## config.mk

```make
export PLATFORM = sky130hd
export DESIGN_NAME = dvp_pattern_gen
export DESIGN_NICKNAME = d
export VERILOG_FILES = /design/src/rtl/dvp_pkg.sv /design/src/rtl/dvp_timing_cnt.sv /design/src/rtl/dvp_pattern_gen.sv
export SDC_FILE = /design/constraint.sdc
export NUM_CORES = 1
export LEC_CHECK = 0
export BUFFER_PORTS_ARGS = -buffer_cell sky130_fd_sc_hd__buf_4
export CORE_MARGIN = 2
export CORE_UTILIZATION = 59
export DETAILED_ROUTE_END_ITERATION = 8
export PLACE_DENSITY = 0.8
export SYNTH_ARGS = -nofsm -noshare
export SYNTH_HDL_FRONTEND = slang
export SYNTH_HIERARCHICAL = 1
export SYNTH_SLANG_ARGS = --single-unit
```

## constraint.sdc

```tcl
create_clock -name sys_clk -period 6 [get_ports sys_clk]
set_input_delay 0.3 -clock sys_clk [delete_from_list [all_inputs] [get_ports sys_clk]]
set_output_delay 0.3 -clock sys_clk [all_outputs]
set_load 0.02 [all_outputs]
```

## src/rtl/dvp_pkg.sv

```systemverilog
// dvp_pkg: shared encodings and colour constants for the DVP pattern generator
package dvp_pkg;

    typedef enum logic [1:0] {
        MODE_CNT   = 2'd0,
        MODE_BARS  = 2'd1,
        MODE_GRAD  = 2'd2,
        MODE_FIXED = 2'd3
    } mode_e;

    typedef enum logic {
        S_IDLE = 1'b0,
        S_RUN  = 1'b1
    } state_e;

    // Index 0 is the leftmost bar
    localparam logic [7:0][15:0] BAR_COLORS = {
        16'h0000, 16'h001F, 16'hF800, 16'hF81F,
        16'h07E0, 16'h07FF, 16'hFFE0, 16'hFFFF
    };

    function automatic logic [15:0] grad_pixel(input logic [5:0] px);
        return {px[4:0], px[5:0], px[4:0]};
    endfunction

endpackage

```

## src/rtl/dvp_timing_cnt.sv

```systemverilog
// dvp_timing_cnt: byte-slot h/v counters with sync and active-region decode
module dvp_timing_cnt #(
    parameter int H_VALID = 640,
    parameter int H_TOTAL = 784,
    parameter int V_SYNC  = 4,
    parameter int V_BACK  = 18,
    parameter int V_VALID = 480,
    parameter int V_FRONT = 8,
    parameter int BPP     = 2
) (
    input  logic                          sys_clk,
    input  logic                          sys_rst_n,
    input  logic                          i_adv,
    output logic [$clog2(H_TOTAL*BPP)-1:0] o_h_cnt,
    output logic                          o_vs,
    output logic                          o_hv,
    output logic                          o_first,
    output logic                          o_last
);

    localparam int V_TOTAL = V_SYNC + V_BACK + V_VALID + V_FRONT;
    localparam int HW      = $clog2(H_TOTAL * BPP);
    localparam int VW      = $clog2(V_TOTAL);

    localparam logic [HW-1:0] H_LAST = HW'(H_TOTAL * BPP - 1);
    localparam logic [HW-1:0] H_ACT  = HW'(H_VALID * BPP);
    localparam logic [VW-1:0] V_LAST = VW'(V_TOTAL - 1);
    localparam logic [VW-1:0] V_SY   = VW'(V_SYNC);
    localparam logic [VW-1:0] V_A0   = VW'(V_SYNC + V_BACK);
    localparam logic [VW-1:0] V_A1   = VW'(V_SYNC + V_BACK + V_VALID - 1);

    logic [HW-1:0] r_h_cnt;
    logic [VW-1:0] r_v_cnt;
    logic          w_h_last;
    logic          w_v_last;

    assign w_h_last = (r_h_cnt == H_LAST);
    assign w_v_last = (r_v_cnt == V_LAST);
    assign o_h_cnt  = r_h_cnt;
    assign o_vs     = (r_v_cnt < V_SY);
    assign o_hv     = (r_h_cnt < H_ACT) && (r_v_cnt >= V_A0) && (r_v_cnt <= V_A1);
    assign o_first  = (r_h_cnt == '0) && (r_v_cnt == '0);
    assign o_last   = w_h_last && w_v_last;

    // Advance one byte slot per clock while running; park at the origin otherwise
    always_ff @(posedge sys_clk or negedge sys_rst_n) begin
        if (!sys_rst_n) begin
            r_h_cnt <= '0;
            r_v_cnt <= '0;
        end else if (!i_adv) begin
            r_h_cnt <= '0;
            r_v_cnt <= '0;
        end else begin
            r_h_cnt <= w_h_last ? '0 : r_h_cnt + 1'b1;
            if (w_h_last) r_v_cnt <= w_v_last ? '0 : r_v_cnt + 1'b1;
        end
    end

endmodule

```

## src/rtl/dvp_pattern_gen.sv

```systemverilog
// dvp_pattern_gen: DVP camera-style test pattern source with frame sequencing
module dvp_pattern_gen
    import dvp_pkg::*;
#(
    parameter int H_VALID = 640,
    parameter int H_TOTAL = 784,
    parameter int V_SYNC  = 4,
    parameter int V_BACK  = 18,
    parameter int V_VALID = 480,
    parameter int V_FRONT = 8,
    parameter int BPP     = 2
) (
    input  logic        sys_clk,
    input  logic        sys_rst_n,
    input  logic        enable,
    input  logic [1:0]  mode,
    input  logic [15:0] fixed_color,
    output logic        vsync,
    output logic        href,
    output logic [7:0]  data,
    output logic        frame_done,
    output logic [15:0] frame_cnt
);

    localparam int HW    = $clog2(H_TOTAL * BPP);
    localparam int BAR_W = H_VALID / 8;

    if ((H_VALID % 8 != 0) || (H_VALID >= H_TOTAL) || !(BPP == 1 || BPP == 2)) begin : g_param_check
        $error("dvp_pattern_gen: illegal H_VALID/H_TOTAL/BPP combination");
    end

    state_e        r_state;
    mode_e         r_mode;
    logic [15:0]   r_fixed;
    logic [7:0]    r_bcnt;
    logic          w_adv;
    logic          w_vs;
    logic          w_hv;
    logic          w_first;
    logic          w_last;
    logic [HW-1:0] w_h_cnt;
    mode_e         w_mode;
    logic [15:0]   w_fixed;
    logic [15:0]   w_px;
    logic [2:0]    w_bar;
    logic [15:0]   w_pix;
    logic [7:0]    w_byte;

    // The enabling cycle in IDLE already counts as slot 0 of the new frame
    assign w_adv = (r_state == S_RUN) || enable;

    dvp_timing_cnt #(
        .H_VALID (H_VALID),
        .H_TOTAL (H_TOTAL),
        .V_SYNC  (V_SYNC),
        .V_BACK  (V_BACK),
        .V_VALID (V_VALID),
        .V_FRONT (V_FRONT),
        .BPP     (BPP)
    ) u_timing (
        .sys_clk   (sys_clk),
        .sys_rst_n (sys_rst_n),
        .i_adv     (w_adv),
        .o_h_cnt   (w_h_cnt),
        .o_vs      (w_vs),
        .o_hv      (w_hv),
        .o_first   (w_first),
        .o_last    (w_last)
    );

    // Pixel and byte selection; frame-start slot sees the live inputs being latched
    always_comb begin
        w_mode  = w_first ? mode_e'(mode) : r_mode;
        w_fixed = w_first ? fixed_color : r_fixed;
        w_px    = 16'((BPP == 2) ? (w_h_cnt >> 1) : w_h_cnt);
        w_bar   = '0;
        for (int i = 1; i < 8; i++) w_bar = (int'(w_px) >= i * BAR_W) ? w_bar + 3'd1 : w_bar;
        w_pix   = (w_mode == MODE_BARS) ? BAR_COLORS[w_bar] :
                  (w_mode == MODE_GRAD) ? grad_pixel(w_px[5:0]) : w_fixed;
        w_byte  = (w_mode == MODE_CNT) ? r_bcnt :
                  (BPP == 2 && !w_h_cnt[0]) ? w_pix[15:8] : w_pix[7:0];
    end

    // Run/idle sequencing, per-frame pattern latch, byte counter and registered outputs
    always_ff @(posedge sys_clk or negedge sys_rst_n) begin
        if (!sys_rst_n) begin
            r_state    <= S_IDLE;
            r_mode     <= MODE_CNT;
            r_fixed    <= '0;
            r_bcnt     <= '0;
            vsync      <= 1'b0;
            href       <= 1'b0;
            data       <= '0;
            frame_done <= 1'b0;
            frame_cnt  <= '0;
        end else begin
            if (r_state == S_IDLE) r_state <= enable ? S_RUN : S_IDLE;
            else if (w_last && !enable) r_state <= S_IDLE;
            if (w_adv && w_first) begin
                r_mode  <= mode_e'(mode);
                r_fixed <= fixed_color;
            end
            r_bcnt     <= (w_adv && w_hv) ? r_bcnt + 8'd1 : 8'd0;
            vsync      <= w_adv && w_vs;
            href       <= w_adv && w_hv;
            data       <= (w_adv && w_hv) ? w_byte : 8'd0;
            frame_done <= w_adv && w_last;
            if (w_adv && w_last) frame_cnt <= frame_cnt + 16'd1;
        end
    end

endmodule

```

After elaboration in Yosys (flattened, before gate mapping):

Memory sizes are Yosys's and may differ from the RTL's.
Cells that the tools add are included.
Widths: inputs -> output; s select.

* memories: 1
* output and inout bits: 27
* register bits: 74
* memory bits (read-only): 128
* input port bits: 21
* logic and storage cells: 77

Memories
* (no name shown): depth 8, bits a word 16, read ports 1, clocked after memory_dff 0, write ports 0, RTL line dvp_pattern_gen.sv:78 `w_pix = (w_mode == MODE_BARS) ? BAR_COLORS[w_bar] :`

* equal/unequal tests: 5
* reduce and logical (&&, ||, !) cells: 14
* add/sub/neg operators: 10
* $lt $le $gt $ge: 12
* muxes and demuxes: 24

Operators by type and width (number)
* $mux 16: 4
* $mux 8: 4
* $ge 10x9->1 const B: 3
* $mux 9: 3
* $mux 11: 2
* $ge 10x8->1 const B: 2
* $add 16x1->16 const B: 1
* $mux 3: 5
* $add 3x1->3 const B: 4
* $add 11x1->11 const B: 1
* $eq 11x11->1 const B: 1
* $logic_not 11->1: 1
* $lt 11x11->1 const B: 1
* $ge 10x10->1 const B: 1
* $ge 10x7->1 const B: 1
* $add 9x1->9 const B: 1
* $eq 9x9->1 const B: 1
* $ge 9x5->1 const B: 1
* $le 9x9->1 const B: 1
* $logic_and 1x1->1: 9
* $logic_not 9->1: 1
* $lt 9x3->1 const B: 1
* $add 8x1->8 const B: 1
* $lt 3x4->1 const B: 1
* other kinds (10): 14

Longest topological paths before layout:

Gate-level depths: netlist (run 1).

* depth in word-level cells: 20
* gate-level depth with buffers: 23
* depth with buffers taken out: 22

By module:

Netlist (run 1), hierarchy kept.

By module, submodules not included
* dvp_pattern_gen: seq. area each 1351.3 um^2, cells each 334, instances 1, area each 3278.1 um^2
* dvp_timing_cnt: seq. area each 500.5 um^2, cells each 133, instances 1, area each 1217.4 um^2

Worst setup path after synthesis (run 1):

Ideal clock, no wire load.

* path kind: register -> register
* start: register u_timing.r_h_cnt[6], in the netlist u_timing/o_h_cnt[6]
* end: register data[0]
* path buffers: 1
* stages on the path, launching flop included: 23
* slack: 1213 ps
* period minus slack after synthesis: 4787 ps
* library setup time: 78 ps
* arrival: 4709 ps
* required time: 5922 ps
* cell sequence: dfrtp_1 > clkbuf_1 > or2_2 > a211oi_1 > ha_1 > inv_1 > a21oi_1 > nor2_1 > ha_1 > xnor2_1 > o22ai_1 > or3_1 > ha_1 > nor2_1 > nor2_1 > ha_1 > inv_1 > nor4_1 > nor3_1 > nor2_1 > mux2i_1 > nor3b_1 > o2bb2ai_1

* longest elaborated chain between the ends: 20
* elaborated cells on any way between the ends: 38
* those cells by class: add/sub (6); order compare (8); eq/ne (2); mux (15); reduce/logical (6); memory (1)

Ends and longest elaborated chain
* start, declared: RTL line dvp_timing_cnt.sv:32 `logic [HW-1:0] r_h_cnt;`
* start signal, assigned: RTL line dvp_timing_cnt.sv:54 `r_h_cnt <= w_h_last ? '0 : r_h_cnt + 1'b1;`
* $ge 10x7->1: RTL line dvp_pattern_gen.sv:77 `for (int i = 1; i < 8; i++) w_bar = (int'(w_px) >= i * BAR_W) ? w_bar + 3'd1 : w_bar;`
* $mux 1: RTL line dvp_pattern_gen.sv:77
* $add 1x1->2: RTL line dvp_pattern_gen.sv:77
* $mux 2: RTL line dvp_pattern_gen.sv:77
* $add 2x1->3: RTL line dvp_pattern_gen.sv:77
* $mux 3: RTL line dvp_pattern_gen.sv:77
* $add 3x1->3: RTL line dvp_pattern_gen.sv:77
* $mux 3: RTL line dvp_pattern_gen.sv:77
* [4 not listed]
* $add 3x1->3: RTL line dvp_pattern_gen.sv:77
* $mux 3: RTL line dvp_pattern_gen.sv:77
* $mem_v2 8x16
* $mux 16 (not written as such): RTL line dvp_pattern_gen.sv:78
* $mux 16: RTL line dvp_pattern_gen.sv:78
* $mux 8: RTL line dvp_pattern_gen.sv:81 `(BPP == 2 && !w_h_cnt[0]) ? w_pix[15:8] : w_pix[7:0];`
* $mux 8: RTL line dvp_pattern_gen.sv:80 `w_byte = (w_mode == MODE_CNT) ? r_bcnt :`
* $mux 8 *: RTL line dvp_pattern_gen.sv:106 `data <= (w_adv && w_hv) ? w_byte : 8'd0;`
* end signal, assigned: RTL line dvp_pattern_gen.sv:106
* end, declared: RTL line dvp_pattern_gen.sv:20 `output logic [7:0] data,`

Every way passes the cells marked *; elsewhere a longest branch is shown, timed or not. The select of a mux whose other input is x is not followed.
A chain may end at the register's enable or synchronous reset.

Worst setup path after layout (run 1):

* start: register u_timing.r_h_cnt[5], in the netlist u_timing/o_h_cnt[5]
* end: register data[0]

Same word-level chain as after synthesis.

==> results of run 1 <==
## routing by layer
metal  share of wire  vias to the layer above  GRT usage  routed length (um)
li1                -                     1772          -                   -
met1            0.44                     1778      0.336                4430
met2            0.46                      157      0.389                4610
met3           0.071                       22     0.0523                 713
met4           0.022                        0      0.107                 220
met5               0                        -          0                   0
## cell type report
type | count | area (um2) | share of cell area
clock buffer | 11 | 141 | 0.0280
clock inverter | 5 | 37.5 | 0.00742
inverter | 15 | 56.3 | 0.0111
multi-input combinational | 356 | 2480 | 0.491
sequential | 74 | 1850 | 0.366
tap | 99 | 124 | 0.0245
timing repair buffer | 48 | 360 | 0.0713
## flip-flops by register name (all words and copies together) (netlist names)
register          count
u_timing/o_h_cnt     11
data                  8
frame_done            1
r_mode                2
vsync                 1
u_timing/r_v_cnt      9
frame_cnt            16
r_state               1
r_fixed              16
href                  1
r_bcnt                8
## worst max-delay path, stage by stage, from the launching register on
cell,delay [ns]
dfrtp_1,0.59
or2_2,0.37
a211oi_1,0.41
ha_1,0.37
inv_1,0.17
a21oi_1,0.09
nor2_1,0.25
ha_1,0.29
xnor2_1,0.15
o22ai_1,0.12
or3_1,0.39
ha_1,0.29
nor2_1,0.22
nor2_1,0.07
ha_1,0.21
inv_1,0.07
nor4_1,0.05
nor3_1,0.35
nor2_1,0.07
mux2i_1,0.25
nor3b_1,0.30
o2bb2ai_1,0.16
## placed cells by master, fill, tap and decap left out, types with 15 or more instances in the layout
cell type and n:
nor2_1 42, mux2i_1 15, buf_4 48, mux2_2 22, a21oi_1 19, nand2_1 30, o21ai_0 22, xnor2_1 24
nand3_1 21, inv_1 15, dfrtp_1 74
## how the worst max path moves through the flow
stage	start	slack [ns]	cells past startpoint	end
after floorplan	u_timing/o_h_cnt[6]	1.21	22	data[0]
after global placement	u_timing/o_h_cnt[5]	0.93	21	data[0]
after detailed placement	u_timing/o_h_cnt[5]	0.75	21	data[0]
after CTS	u_timing/o_h_cnt[5]	0.75	21	data[0]
after global routing	u_timing/o_h_cnt[5]	0.21	21	data[0]
final	u_timing/o_h_cnt[5]	0.70	21	data[0]
## stage by stage
step                cells  hold WS [ns]   util  instance area, um2
detailed placement    592         0.470  0.665                4880
global placement      592         0.462  0.665                4880
CTS                   608         0.106  0.690                5060
finish                608        0.0478  0.690                5060
global route          608         0.138  0.690                5060
floorplan             467       0.00441      -                4500
## cell usage after synthesis, drive strengths merged, types with 5 or more instances
| library cell | n | share of area |
|---|---|---|
| nor2 | 42 | 0.035 |
| a31oi | 7 | 0.0097 |
| and3 | 8 | 0.011 |
| and2 | 7 | 0.0097 |
| nor2b | 6 | 0.0084 |
| nand2 | 30 | 0.025 |
| a21oi | 19 | 0.021 |
| mux2 | 22 | 0.055 |
| nor4 | 5 | 0.0070 |
| xor2 | 11 | 0.021 |
| ha | 14 | 0.039 |
| o22ai | 9 | 0.013 |
| clkbuf | 19 | 0.018 |
| o21ai | 22 | 0.024 |
| nand4 | 10 | 0.014 |
| and4 | 7 | 0.014 |
| mux2i | 15 | 0.033 |
| nor3 | 6 | 0.0067 |
| xnor2 | 24 | 0.047 |
| a211oi | 9 | 0.015 |
| nand3 | 21 | 0.023 |
| dfrtp | 74 | 0.41 |
| inv | 15 | 0.013 |
## where the power goes
group          internal (W)  switching, W  leakage (nW)
combinational      0.000271      0.000320          1.17
clock              0.000163      0.000189        0.0859
sequential         0.000607      0.000124         0.976
## cell families after synthesis
kind of cell,share of synthesized area
AOI/OAI and AO/OA,0.157
xor gates and xnor gates,0.0682
adders and majority gates,0.0390
buffers and inverters,0.0353
DFF,0.412
muxes,0.0885
and+or+nand+nor,0.200
==> flow_summary.yaml, run 1 <==
layout:
  fillers: 567
  num-nets-final: 539
  syn_to_final_growth_pct: 12.5
  drive_above_1_share: 0.191
  diodes: 0
clock_network:
  numCtsBuffers: 9
  clkSlewWorstSetupHoldPaths_ns: 0.08
  h-tree-depth: 3
  clk_latency_ns: 0.35
  cts_setup_buffers: 0
  ctsResizeCount: 0
  tritoncts: "built"
  root_buffer: "clkbuf_8"
  max-clock-path-buffers: 2
  postCtsHoldBufs: 0
  cts_num_sinks: 74
global_route:
  grt_pass1_vias: 3475
  antenna_found_initial: 0
  track_usage: 0.249
  grt_max_degree: 75
  grt_overflow: 0
  grt_first_pass_wirelength_mm: 16.7
sta:
  hold_violations: 0
  setup_viol: 0
  drv_slew: 0
  fin_skew_ns: 0.0129
  period_needed_ns: 5.30
  worst_pin_slew_ns: 1.03
  post-route-period-util: 0.884
  fmax_ghz: 0.189
  worst_slack_ns: 0.698
  max_slew_margin: 0.310
  rsz0062_at_grt: "no"
  fin_tns_setup_ns: 0
floorplanning:
  rows: 31
  dieWidth_um: 91.3
  die_h_um: 91.3
  start_util: 0.613
  coreArea_um2: 7330
  io_pins: 48
  dieArea_um2: 8330
placement:
  dp_slack_ns: 0.752
  globalplace.congestion: 0.882
  hpwl_mm: 6.98
  port_buffers: 47
logic_synthesis:
  seq_area_frac_synth: 0.412
  synth_fp_nets: 502
  postSynthCellCount: 467
  ys_seq_elements: 74
  ys_warn_count: 6
  synthFlopType: "dfrtp_1"
  synth.avg_cell_area_um2: 9.63
  async_flop_share: 1.00
  synth_edf_count: 0
  synth.distinct_cells: 63
  syn_area_um2: 4500
detailed_routing:
  routed_via_density: 6.13
  wl_per_cell_um: 16.4
  drtAntennaViolNets: 0
  drc: 0
  drt-pass1-iter-count: 5
  vias: 3729
  wl_mm: 9.98
  drt_iter0_markers: 245
setup_path:
  r2r_setup_slack_ns: 0.70
  endpoint_kind: "flop"
  arrival_ns: 5.57
  r2r-end: "data[0]"
  required_ns: 6.27
  r2r_start: "u_timing/o_h_cnt[5]"
  rr_worst_depth: 21
  path_class: "flop to flop"
  worstSetupStartpointType: "flop"
  critPathMaxFanout: 19
pwr:
  max-vdd-ir-drop_uv: 203
  leakage_nw: 2.23
  p_per_area_nw_per_um2: 331
  power_w: 0.00167
worst_hold_path:
  hold_class: "primary input to async pin"
job:
  maxCapViolCount: 0
outcome:
  status: "completed"
No activity file was read; power rests on OpenSTA's default activity.
==> inputs of run 2 (changes only) <==
CELL_PAD_IN_SITES_DETAIL_PLACEMENT = 1   (was not set)
CELL_PAD_IN_SITES_GLOBAL_PLACEMENT = 2   (was not set)
CORE_UTILIZATION = 38   (was 59)
MAX_ROUTING_LAYER = met4   (was not set)
PLACE_DENSITY = not set   (was 0.8)
PLACE_DENSITY_LB_ADDON = 0.1   (was not set)
==> run 2 against run 1 <==
Cell count up 7.6%. Utilization fell by 23 points. Sequential cell count is the same. Critical path type unchanged.
==> flow_summary.yaml, run 2 (synthesis gave the netlist of run 1 again) <==
floorplanning:
  dieArea_um2: 12700
  dieWidth_um: 113
  coreArea_um2: 11500
  rows: 39
  io_pins: 48
  die_h_um: 113
  start_util: 0.392
clock_network:
  postCtsHoldBufs: 0
  root_buffer: "clkbuf_16"
  cts_num_sinks: 74
  ctsResizeCount: 0
  cts_setup_buffers: 0
  h-tree-depth: 3
  tritoncts: "built"
  clk_latency_ns: 0.34
  max-clock-path-buffers: 2
  clkSlewWorstSetupHoldPaths_ns: 0.05
  numCtsBuffers: 9
sta:
  setup_viol: 0
  whs_ns: 0.117
  max_slew_margin: 0.270
  fmax_ghz: 0.185
  post-route-period-util: 0.901
  fin_tns_setup_ns: 0
  period_needed_ns: 5.41
  worst_pin_slew_ns: 1.09
  hold_violations: 0
  drv_slew: 0
  fin_skew_ns: 0.0140
  rsz0062_at_grt: "no"
pwr:
  p_seq_frac: 0.366
  max-vdd-ir-drop_uv: 225
  leakage_nw: 2.33
  p_per_area_nw_per_um2: 373
  p_int_w: 0.00131
  power_frac_comb: 0.313
  switchingPower_w: 0.000668
  p_clk_frac: 0.321
  swShare: 0.337
setup_path:
  path_buf_inv: 2
  cpPeakStageDelay_ns: 0.58
  arrival_ns: 5.65
  path_class: "flop to flop"
  slowest_stage: "dfrtp_1"
  worstSetupStartpointType: "flop"
  required_ns: 6.25
  worstPathCellList: "or2_2 -> a211oi_1 -> ha_1 -> inv_1 -> a21oi_1 -> nor2_1 -> ha_1 -> xnor2_1 -> o22ai_1 -> or3_1 -> ha_1 -> nor2_1 -> nor2_1 -> ha_1 -> inv_1 -> nor4_1 -> nor3_2 -> nor2_1 -> mux2i_1 -> nor3b_1 -> o2bb2ai_1"
  critPathMaxFanout: 19
  cp_top_family: "simple AND/OR/NAND/NOR gates"
  endpoint_kind: "flop"
layout:
  diodes: 0
  num-nets-final: 541
  final_common_cell: "dfrtp_1"
  stdcell_count: 654
  final_cell_mix: "dfrtp_1 (74), buf_4 (50), nor2_1 (42), nand2_1 (30), xnor2_1 (24)"
  syn_to_final_growth_pct: 18.0
  drive_above_1_share: 0.196
placement:
  globalplace.congestion: 0.760
  dp.cells: 638
  port_buffers: 47
  hpwl_mm: 8.43
global_route:
  grt_overflow: 0
  antenna_found_initial: 0
  grt_pass1_vias: 3942
  grt_max_degree: 75
  track_usage: 0.205
  grt_first_pass_wirelength_mm: 20.2
detailed_routing:
  drt_iter0_markers: 143
  drtAntennaViolNets: 0
  wl_mm: 11.9
  wl_per_cell_um: 18.3
  drt-pass1-iter-count: 4
  drc: 0
  vias: 3721
  routed_via_density: 5.69
job:
  maxCapViolCount: 0
worst_hold_path:
  hold_class: "primary input to async pin"
outcome:
  status: "completed"
## run 2: worst paths after layout
path                                     start             endpoint  slack [ns]  depth (start not counted)
min reg2reg                      frame_cnt[15]        frame_cnt[15]        0.47                          1
min in group sys_clk                    enable              r_state        0.15                          2
max in group asynchronous            sys_rst_n  u_timing/o_h_cnt[3]        5.26                          1
max                        u_timing/o_h_cnt[6]              data[0]        0.59                         21
max reg2reg                u_timing/o_h_cnt[6]              data[0]        0.59                         21
min                                  sys_rst_n  u_timing/o_h_cnt[7]        0.12                          1
## run 2: layout make-up
type,count,area [um2]
sequential,74,1850
tap,143,179
multi-input combinational,356,2490
inverter,15,56.3
fill,1291,6160
timing repair buffer,50,375
clock inverter,4,97.6
clock buffer,12,256
## run 2: power groups by stage
stage / logic (W) / clock network, W / registers, W
2_1_floorplan: 0.000441 / 0 / 0.000708
3_3_place_gp: 0.000614 / 0 / 0.000726
3_5_place_dp: 0.000615 / 0 / 0.000734
4_1_cts: 0.000623 / 0.000653 / 0.000725
5_1_grt: 0.000688 / 0.000675 / 0.000743
6_report: 0.000620 / 0.000636 / 0.000726
## run 2: per-layer routing
layer  up-vias  share of wire  GRT usage
met3        17          0.030     0.0450
li1       1775              -          -
met1      1876           0.49      0.278
met4         0          0.017     0.0691
met2        53           0.46      0.305
met5         -              0          -
## run 2: through the flow
| stage | area (um2) | setup slack, ns | utilization | total power (W) |
|---|---|---|---|---|
| after floorplan | 4500 | 1.21 | - | 0.00115 |
| after global placement | 4950 | 0.869 | 0.431 | 0.00134 |
| after detailed placement | 4950 | 0.539 | 0.431 | 0.00135 |
| after CTS | 5300 | 0.511 | 0.462 | 0.00200 |
| after global routing | 5310 | 0.121 | 0.463 | 0.00211 |
| final | 5310 | 0.593 | 0.463 | 0.00198 |
==> inputs of run 3 (changes only) <==
RECOVER_POWER = 100   (was not set)
==> run 3 against run 2 <==
Critical path type unchanged. Combinational power down 3.9%. Global-route usage unchanged. Register-to-register slack better by 0.06 ns. Sequential power about the same. Cell count unchanged. Routed wire length down 0.56%. Final area down 2.5%. Sequential share of layout area up 0.91 points. Fmax up 1.1%. Highest routed layer unchanged. Critical endpoint unchanged. Utilization down 1.2 points. Non-clock buffer count unchanged. Clock skew about the same. The run now ends with max-capacitance violations, max-slew violations left.
==> flow_summary.yaml, run 3 (synthesis gave the netlist of run 1 again) <==
clock_network:
  cts_num_sinks: 74
  postCtsHoldBufs: 0
  max-clock-path-buffers: 2
  h-tree-depth: 3
  ctsResizeCount: 0
  tritoncts: "built"
  cts_setup_buffers: 0
  clkSlewWorstSetupHoldPaths_ns: 0.06
  numCtsBuffers: 9
  root_buffer: "clkbuf_16"
  clk_latency_ns: 0.34
placement:
  postPlaceCellArea_um2: 4950
  port_buffers: 47
  globalplace.congestion: 0.760
  hpwl_mm: 8.43
floorplanning:
  coreArea_um2: 11500
  io_pins: 48
  rows: 39
  dieWidth_um: 113
  start_util: 0.392
  dieArea_um2: 12700
  die_h_um: 113
detailed_routing:
  wl_per_cell_um: 18.2
  wl_mm: 11.9
  routed_via_density: 5.68
  drt_iter0_markers: 168
  drtAntennaViolNets: 0
  drc: 0
  vias: 3712
  drt-pass1-iter-count: 4
setup_path:
  worstSetupStartpointType: "flop"
  path_class: "flop to flop"
  r2r_start: "u_timing/o_h_cnt[6]"
  required_ns: 6.25
  critPathMaxFanout: 19
  crit_path_start: "u_timing/o_h_cnt[6]"
  slowest_stage: "dfrtp_1"
  arrival_ns: 5.60
  crit_top_cell: "ha_1"
  worstPathCellList: "or2_2 -> a211oi_1 -> ha_1 -> inv_1 -> a21oi_1 -> nor2_1 -> ha_1 -> xnor2_1 -> o22ai_1 -> or3_1 -> ha_1 -> nor2_1 -> nor2_1 -> ha_1 -> inv_1 -> nor4_1 -> nor3_2 -> and2_0 -> mux2i_1 -> nor3b_1 -> o2bb2ai_1"
  endpoint_kind: "flop"
  cpPeakStageDelay_ns: 0.58
layout:
  fillers: 1320
  final_core_util: 0.451
  final_common_cell: "dfrtp_1"
  design_area_um2: 5170
  num-nets-final: 541
  final_cell_mix: "dfrtp_1 (74), nor2_1 (42), clkbuf_1 (31), nand2_1 (30), xnor2_1 (24)"
  diodes: 0
  syn_to_final_growth_pct: 15.0
  drive_above_1_share: 0.133
worst_hold_path:
  worstHoldStart: "enable"
  hold_class: "primary input to flop"
sta:
  setup_viol: 0
  fmax_ghz: 0.187
  period_needed_ns: 5.35
  post-route-period-util: 0.892
  worst_pin_slew_ns: 4.08
  drv_slew: 107
  fin_tns_setup_ns: 0
  rsz0062_at_grt: "no"
  hold_violations: 0
  max_slew_margin: -1.72
  fin_skew_ns: 0.0140
global_route:
  track_usage: 0.205
  antenna_found_initial: 0
  grt_pass1_vias: 3942
  grt_overflow: 0
  grt_first_pass_wirelength_mm: 20.2
  grt_max_degree: 75
pwr:
  p_seq_frac: 0.371
  switchingPower_w: 0.000664
  leakage_nw: 2.20
  swShare: 0.339
  p_clk_frac: 0.325
  p_int_w: 0.00129
  power_frac_comb: 0.304
  p_per_area_nw_per_um2: 378
  max-vdd-ir-drop_uv: 224
  power_w: 0.00196
job:
  maxCapViolCount: 2
outcome:
  violations: "max-capacitance violations, max-slew violations"
  status: "finished, violations left"
run 3: cell count changes in the layout (fill, tap and decap cells not counted), sizes merged:
cell    previous run  this run
buf               50        20
clkbuf            12        42
run 3: power by group through the flow:
stage	sequential [W]	clock, W	combinational (W)
floorplan	0.000708	0	0.000441
global route	0.000743	0.000675	0.000664
detailed placement	0.000734	0	0.000615
global placement	0.000726	0	0.000614
CTS	0.000725	0.000653	0.000623
finish	0.000725	0.000636	0.000596
run 3: final cells by class:
cell class                      instances  area, um2  area share
Sequential cell                        74       1850       0.358
Clock buffer                           12        256      0.0496
Timing Repair Buffer                   50        263      0.0508
Inverter                               15       56.3      0.0109
Tap cell                              143        179      0.0346
Clock inverter                          4       97.6      0.0189
Multi-Input combinational cell        356       2470       0.477
run 3: per-layer routing:
| layer | GRT usage | vias up | wire, um |
|---|---|---|---|
| li1 | - | 1775 | - |
| met3 | 0.0450 | 16 | 397 |
| met1 | 0.278 | 1868 | 5790 |
| met4 | 0.0691 | 0 | 194 |
| met2 | 0.305 | 53 | 5500 |
| met5 | - | - | 0 |
run 3: worst paths after layout:
check                                      endpoint  slack (ns)  depth (start not counted)
worst max-delay path                        data[0]        0.65                         21
worst min-delay path                        r_state        0.15                          2
worst max register to register              data[0]        0.65                         21
worst min register to register        frame_cnt[15]        0.47                          1
max in group asynchronous       u_timing/o_h_cnt[3]        2.32                          1
min in group asynchronous       u_timing/o_h_cnt[7]        1.39                          1
run 3: worst max-delay path, delay by kind of cell, from the launching register on:
kind	cells	cell delay [ns]
AOI/OAI and AO/OA	4	0.79
xor gates and xnor gates	1	0.14
adders and majority gates	4	1.11
buffers and inverters	2	0.23
DFF	1	0.58
muxes	1	0.25
and+or+nand+nor	9	2.15
run 3: per-stage QoR:
step,instances,hold slack (ns),setup WS (ns)
after floorplan,467,0.00441,1.21
after global placement,638,0.462,0.869
after detailed placement,638,0.471,0.539
after CTS,654,0.142,0.511
after global routing,654,0.151,0.158
final,654,0.154,0.650
